[config.mk]
export PLATFORM = sky130hd
export DESIGN_NAME = fs_detector_cal
export DESIGN_NICKNAME = d
export VERILOG_FILES = /design/src/rtl/fs_detector_cal.sv
export SDC_FILE = /design/constraint.sdc
export NUM_CORES = 1
export LEC_CHECK = 0
export ABC_AREA = 1
export CORE_MARGIN = 1.5
export CORE_UTILIZATION = 50
export CTS_BUF_LIST = sky130_fd_sc_hd__clkbuf_8
export DETAILED_ROUTE_END_ITERATION = 8
export PLACE_DENSITY = 0.71
export SYNTH_ARGS = -nofsm -noshare
export SYNTH_HDL_FRONTEND = slang
export SYNTH_SLANG_ARGS = --single-unit
[constraint.sdc]
create_clock -name clk_fsd -period 3.8 [get_ports clk_fsd]
set_clock_uncertainty 0.05 [all_clocks]
set_input_delay 0.38 -clock clk_fsd [delete_from_list [all_inputs] [get_ports clk_fsd]]
set_output_delay 0.38 -clock clk_fsd [all_outputs]
set_load 0.03 [all_outputs]
[src/rtl/fs_detector_cal.sv]
// Gen2 RX frame-sync / preamble detector: measures delimiter, data-0, RTcal and
// TRcal intervals on the PIE input and exports sync plus calibration values.
//
// state    | meaning
// ---------+------------------------------------------------------------
// S_IDLE   | waiting for the falling edge that opens a delimiter
// S_DELIM  | timing the delimiter low period
// S_DATA0  | timing data-0, rise to rise
// S_RTCAL  | timing RTcal, rise to rise; ratio checked against data-0
// S_CLASS  | sync held; next interval decides TRcal vs data symbol
// S_LOCKED | calibration held until package_complete
module fs_detector_cal #(
  parameter int CNT_W     = 10,
  parameter int DELIM_MIN = 10,
  parameter int DELIM_MAX = 15,
  parameter int TIMEOUT   = 1000,
  parameter int TRCAL_EN  = 1
) (
  input  logic             clk_fsd,
  input  logic             rst,
  input  logic             pie_code,
  input  logic             package_complete,
  output logic             sync,
  output logic             preamble,
  output logic             cal_vld,
  output logic [CNT_W-1:0] rtcal,
  output logic [CNT_W-1:0] trcal,
  output logic [CNT_W-1:0] pivot,
  output logic             fs_error
);

  localparam int CW = CNT_W + 2;

  typedef enum logic [2:0] {
    S_IDLE,
    S_DELIM,
    S_DATA0,
    S_RTCAL,
    S_CLASS,
    S_LOCKED
  } state_t;

  state_t           state;
  logic             pie_q;
  logic [CNT_W-1:0] cnt;
  logic [CNT_W-1:0] d0;

  logic          fall;
  logic          rise;
  logic          tmo;
  logic          delim_ok;
  logic          rt_ok;
  logic [CW-1:0] cnt_x;
  logic [CW-1:0] d0_x2;
  logic [CW-1:0] d0_x3;
  logic [CW-1:0] rt_x1;
  logic [CW-1:0] rt_x3;

  assign fall  = pie_q & ~pie_code;
  assign rise  = ~pie_q & pie_code;
  assign cnt_x = CW'(cnt);
  assign d0_x2 = CW'(d0) << 1;
  assign d0_x3 = d0_x2 + CW'(d0);
  assign rt_x1 = CW'(rtcal);
  assign rt_x3 = (rt_x1 << 1) + rt_x1;

  // Fires on the edge where cnt steps onto TIMEOUT, so fs_error and cnt == TIMEOUT coincide.
  assign tmo      = (cnt == CNT_W'(TIMEOUT - 1));
  assign delim_ok = (cnt_x >= CW'(DELIM_MIN)) && (cnt_x <= CW'(DELIM_MAX));
  assign rt_ok    = (cnt_x > d0_x2) && (cnt_x <= d0_x3);

  always_ff @(posedge clk_fsd) begin
    if (rst) begin
      state    <= S_IDLE;
      pie_q    <= 1'b1;
      cnt      <= '0;
      d0       <= '0;
      sync     <= 1'b0;
      preamble <= 1'b0;
      cal_vld  <= 1'b0;
      rtcal    <= '0;
      trcal    <= '0;
      pivot    <= '0;
      fs_error <= 1'b0;
    end else begin
      pie_q    <= pie_code;
      cal_vld  <= 1'b0;
      fs_error <= 1'b0;
      if (cnt != '1) cnt <= cnt + CNT_W'(1);

      case (state)
        S_IDLE: begin
          if (fall) begin
            cnt   <= '0;
            state <= S_DELIM;
          end
        end

        S_DELIM: begin
          if (tmo) begin
            fs_error <= 1'b1;
            state    <= S_IDLE;
          end else if (rise) begin
            if (delim_ok) begin
              cnt   <= '0;
              state <= S_DATA0;
            end else begin
              fs_error <= 1'b1;
              state    <= S_IDLE;
            end
          end
        end

        S_DATA0: begin
          if (tmo) begin
            fs_error <= 1'b1;
            state    <= S_IDLE;
          end else if (rise) begin
            d0    <= cnt;
            cnt   <= '0;
            state <= S_RTCAL;
          end
        end

        S_RTCAL: begin
          if (tmo) begin
            fs_error <= 1'b1;
            state    <= S_IDLE;
          end else if (rise) begin
            if (!rt_ok) begin
              fs_error <= 1'b1;
              state    <= S_IDLE;
            end else begin
              rtcal <= cnt;
              pivot <= cnt >> 1;
              cnt   <= '0;
              sync  <= 1'b1;
              if (TRCAL_EN != 0) begin
                state <= S_CLASS;
              end else begin
                preamble <= 1'b0;
                trcal    <= '0;
                cal_vld  <= 1'b1;
                state    <= S_LOCKED;
              end
            end
          end
        end

        S_CLASS: begin
          if (tmo) begin
            fs_error <= 1'b1;
            sync     <= 1'b0;
            state    <= S_IDLE;
          end else if (package_complete) begin
            sync     <= 1'b0;
            preamble <= 1'b0;
            state    <= S_IDLE;
          end else if (rise) begin
            if (cnt_x > rt_x3) begin
              fs_error <= 1'b1;
              sync     <= 1'b0;
              state    <= S_IDLE;
            end else if (cnt_x > rt_x1) begin
              trcal    <= cnt;
              preamble <= 1'b1;
              cal_vld  <= 1'b1;
              state    <= S_LOCKED;
            end else begin
              trcal    <= '0;
              preamble <= 1'b0;
              cal_vld  <= 1'b1;
              state    <= S_LOCKED;
            end
          end
        end

        S_LOCKED: begin
          if (package_complete) begin
            sync     <= 1'b0;
            preamble <= 1'b0;
            state    <= S_IDLE;
          end
        end

        default: state <= S_IDLE;
      endcase
    end
  end

endmodule

; Yosys cells after proc, flatten, opt, wreduce, memory -nomap -nowiden
; Index checks and enable logic that the tools add are counted.
; W data, S select, Z words.
[totals]
ff_bits = 57
in_bits = 4
[op_classes]
add_sub_neg = 3
magnitude_cmp = 6
eq_ne = 20
n_mux = 55
bitwise = 9
reduce_logical = 12
[op_table]
columns = op, n
row1 = $mux W10, 11
row2 = $pmux W10 S4, 1
row3 = $mux W3, 13
row4 = $mux W1, 25
row5 = $add A11 B10 Y12, 2
row6 = $pmux W3 S6, 1
row7 = $ne A3 B3 Y1 const B, 5
row8 = $gt A10 B12 Y1, 1
row9 = $le A10 B12 Y1, 1
row10 = $ne A2 B2 Y1 const B, 6
row11 = $gt A10 B11 Y1, 1
row12 = $add A10 B1 Y10 const B, 1
row13 = $eq A10 B10 Y1 const B, 1
row14 = $ge A10 B4 Y1 const B, 1
row15 = $gt A10 B10 Y1, 1
row16 = $le A10 B4 Y1 const B, 1
row17 = $ne A10 B10 Y1 const B, 1
row18 = $reduce_and A5 Y1, 2
row19 = $ne A4 B4 Y1 const B, 2
row20 = $not A1 Y1, 7
row21 = $reduce_and A7 Y1, 1
row22 = $eq A3 B2 Y1 const B, 2
row23 = $eq A3 B3 Y1 const B, 2
row24 = $reduce_and A6 Y1, 1
row25 = 13 further kinds, 15

; Depth between registers and ports, before layout
[depth]
word_depth = 7
ltp_mapped = 21
depth_no_buf = 20

; Worst setup path after synthesis
; No wires, ideal clock.
[synth_timing]
path_type = register to register
from = reg rtcal[1]
to = reg trcal[3]
setup_time_ns = 0.069
arrival_time_ns = 2.868
required_ns = 3.681
path_slack_ns = 0.813
path_stages_with_launch = 20
path_buffers = 1
period_less_slack_ns = 2.987
cell_sequence = dfxtp_1 > ha_1 > fa_1 > nand3_1 > nand2_1 > a21oi_1 > o21ai_0 > xnor2_1 > ha_1 > nand2_1 > nor3_1 > nand4_1 > nand2_1 > inv_1 > nand4_2 > nand2_2 > nor2_4 > buf_6 > nand3_1 > o21ai_1
[synth_between]
elab_chain_len = 4
elab_cells_between_ends = 6
[synth_lines]
columns = item, line_no
row1 = "start, declared", 26  ; output logic [CNT_W-1:0] rtcal,
row2 = "start signal, assigned", 134  ; rtcal <= cnt;
row3 = $add A11 B10 Y12, 65  ; assign rt_x3 = (rt_x1 << 1) + rt_x1;
row4 = $gt A10 B12 Y1, 160  ; if (cnt_x > rt_x3) begin
row5 = $not A1 Y1 (no line), --
row6 = $reduce_and A5 Y1 (no line), --
row7 = "end signal, assigned", 165  ; trcal <= cnt;
row8 = "end, declared", 27  ; output logic [CNT_W-1:0] trcal,
; Several ways; a longest one is shown, not always the timed one.
; A chain may end at the register's enable or synchronous reset.

; Worst setup path after layout
[layout_timing]
from = reg rtcal[1]
to = reg trcal[2]
; Same word-level chain as after synthesis.

==> run summary <==
outcome - completed
CP startpoint kind - flop
Logic pwr share - 15.3%
Setup WS pre-CTS - 0.383 ns
CTS sink count - 48
ANT nets after route - 0
Hold WC Path Type - flop to flop
Total GRT Usage - 23.7%
post_cts resized - 0
initial antenna violation count - 0
switching share of power - 28.3%
I/O Pins - 38
routability cong. - 0.870
endpoints failing setup - 0
Yosys top cell by area - dfxtp_1
first-pass GRT wire length - 17.0 mm
Skew-Pair Late Insertion Delay - 0.31 ns
number of flops mapped to enable cells by yosys - 0
RSZ-0062 raised after global routing - false
Synth Flop Type - dfxtp_1
Yosys reg bits - 48
Reg-to-Reg Start - rtcal[1]
syn_nets - 682
cts hold-fix bufs - 0
Core Region - 8260 um^2
worst setup margin - 0.377 ns
Leakage - 2.25 nW
fin crit share - 90.1%
drt drc - 0
fin nets - 706
P_int - 782 uW
FF-to-FF path depth - 18
Starting Density - 51.9%
DIE WIDTH - 95.6 um
router iterations before antenna repair - 4
clock-pin slew on the worst setup and hold paths - 0.10 ns
Final Hold Viols - 0
R2R setup slack - 0.38 ns
CP max-delay cell - fa_1
VDD IR-drop max - 0.148 mV
largest net degree at the start of global routing - 30
Worst Max-Slew Pin Slew - 0.550 ns
clock share of power - 37.0%
Mapped Cells - 615
PD cells - 229 nW/um^2
Reg power frac - 47.6%
kind of critical path - flop to flop
dpl hpwl - 7.93 mm
Synth top area share - 22.4%
number of CTS-inserted buffers - 5
vias in the first global route - 3719
list of most frequent post-synthesis cells - nand2_1 (111), inv_1 (86), ha_1 (61), a21oi_1 (58), nor2_1 (52)
cell with the most instances after synthesis - nand2_1
Yosys cell types - 43
WL final - 10.2 mm
H-tree depth - 2
WHS Endpoint - sync
f_max - 0.292 GHz
die area - 9130 um^2
Hold Path Cell Cnt - 2
Bufs on Longest Clock Path - 2
post-route cell area - 4770 um^2
critical path fanouts, max - 20
Avg Synthesized Cell Area - 6.96 um^2
synth top area cells - dfxtp_1 (22%), ha_1 (18%), nand2_1 (9.7%), inv_1 (7.5%), a21oi_1 (6.8%)
grt ovf - 0
synthesized area - 4280 um^2
Max-slew headroom - 63.3%
setup_tns - 0 ns
CTS tree - built
synth-to-layout area growth - 11.3%
Slew Limit Fails - 0
Via density - 5.28
Cell Rows - 33
Vias - 3935
# diodes - 0
Critical Path AT - 3.62 ns
Starting DRT DRC Count - 143
Area after DPL - 4650 um^2
Hold Path Origin - sync
Worst EP required - 4.00 ns
critical-path cell list - ha_1, fa_1, nand3_1, nand2_1, nand4_1, nand3_1, xor2_1, ha_1, nand2_1, nor3_1, nand4_1, nand2_1, inv_1, nand4_2, nand2_2, nor2_4, nand3_1, o21ai_1
ys async rst share - 0%
layout cell share with drive strength beyond 1 - 9.38%
YS warnings - 0
CP peak stage delay - 0.43 ns
sequential share of the synthesized area - 22.4%
max cap viols - 0
net switching power - 308 uW
CTS root buf - clkbuf_8
Port Buf Inserts - 36
Critical Path End Type - flop
Post-CTS Setup Bufs - 0
DR WL/cell - 13.7 um
r2r endpoint - trcal[2]
Die Span Y - 95.6 um
crit path time final - 3.42 ns
-- registers in the layout (all words and copies together), names as in the netlist --
name	cells
trcal	10
sync	1
preamble	1
fs_error	1
state	3
cnt	10
rtcal	10
d0	10
cal_vld	1
pie_q	1
-- worst max-delay path, delay by kind of cell, from the launching register on --
kind / cells / cell delay, ns
AND/OR/NAND/NOR: 12 / 1.59
adder cells (fa/ha/maj): 3 / 1.00
flip-flops: 1 / 0.39
XOR/XNOR: 1 / 0.18
AO/OA/AOI/OAI: 1 / 0.10
buffers and inverters: 1 / 0.06
-- power by group through the flow --
stage / logic (mW) / clock network [mW] / registers, mW
CTS: 0.167 / 0.417 / 0.519
global route: 0.191 / 0.441 / 0.520
finish: 0.167 / 0.404 / 0.519
global placement: 0.164 / 0 / 0.530
detailed placement: 0.166 / 0 / 0.531
floorplan: 0.134 / 0 / 0.528
-- worst max path at each step --
stage | from | end
2_1_floorplan | rtcal[1] | trcal[3]
3_3_place_gp | rtcal[1] | trcal[2]
3_5_place_dp | rtcal[1] | trcal[9]
4_1_cts | rtcal[1] | trcal[2]
5_1_grt | rtcal[1] | trcal[2]
6_report | rtcal[1] | trcal[2]
-- layer usage --
layer,up-vias,GRT usage [%],share of wire [%]
li1,2062,-,-
met1,1793,30.5,48
met2,68,41.3,48
met3,12,3.51,3.2
met4,0,5.76,1.1
met5,-,0,0
-- cells in the final DEF, fill, tap and decap left out, drive strengths merged, types with 9 or more instances in the layout --
cell type | Yosys | routed
a21oi | 63 | 63
clkdlybuf4s50 | 0 | 36
dfxtp | 48 | 48
ha | 61 | 61
inv | 91 | 91
nand2 | 132 | 132
nand3 | 29 | 29
nand4 | 12 | 12
nor2 | 59 | 59
nor3 | 12 | 12
o21ai | 45 | 45
xor2 | 9 | 9
-- area by class of cell --
type                    instances  area, um^2
flip-flops and latches         48         961
repair buffers                 39         383
multi-input cells             453        2820
fillers                       796        3490
inverters                      92         349
well taps                     105         131
clock buffers                   6        82.6
clock inverters                 2        38.8
-- cell families after synthesis --
family,after synthesis,share of synthesized area [%]
AND/OR/NAND/NOR,246,27.1
AO/OA/AOI/OAI,128,16.9
buffers and inverters,114,11.7
adder cells (fa/ha/maj),63,18.8
flip-flops,48,22.4
XOR/XNOR,15,3.07
other,1,0.0876
-- per-stage QoR --
step | total power [mW] | hold slack, ns | utilization [%] | instances
after detailed placement | 0.697 | 0.384 | 56.3 | 737
final | 1.09 | 0.395 | 57.7 | 745
after global placement | 0.694 | 0.385 | 56.3 | 737
after floorplan | 0.662 | 0.418 | - | 615
after global routing | 1.15 | 0.428 | 57.7 | 745
after CTS | 1.10 | 0.400 | 57.7 | 745
(Power assumes the default switching activity.)
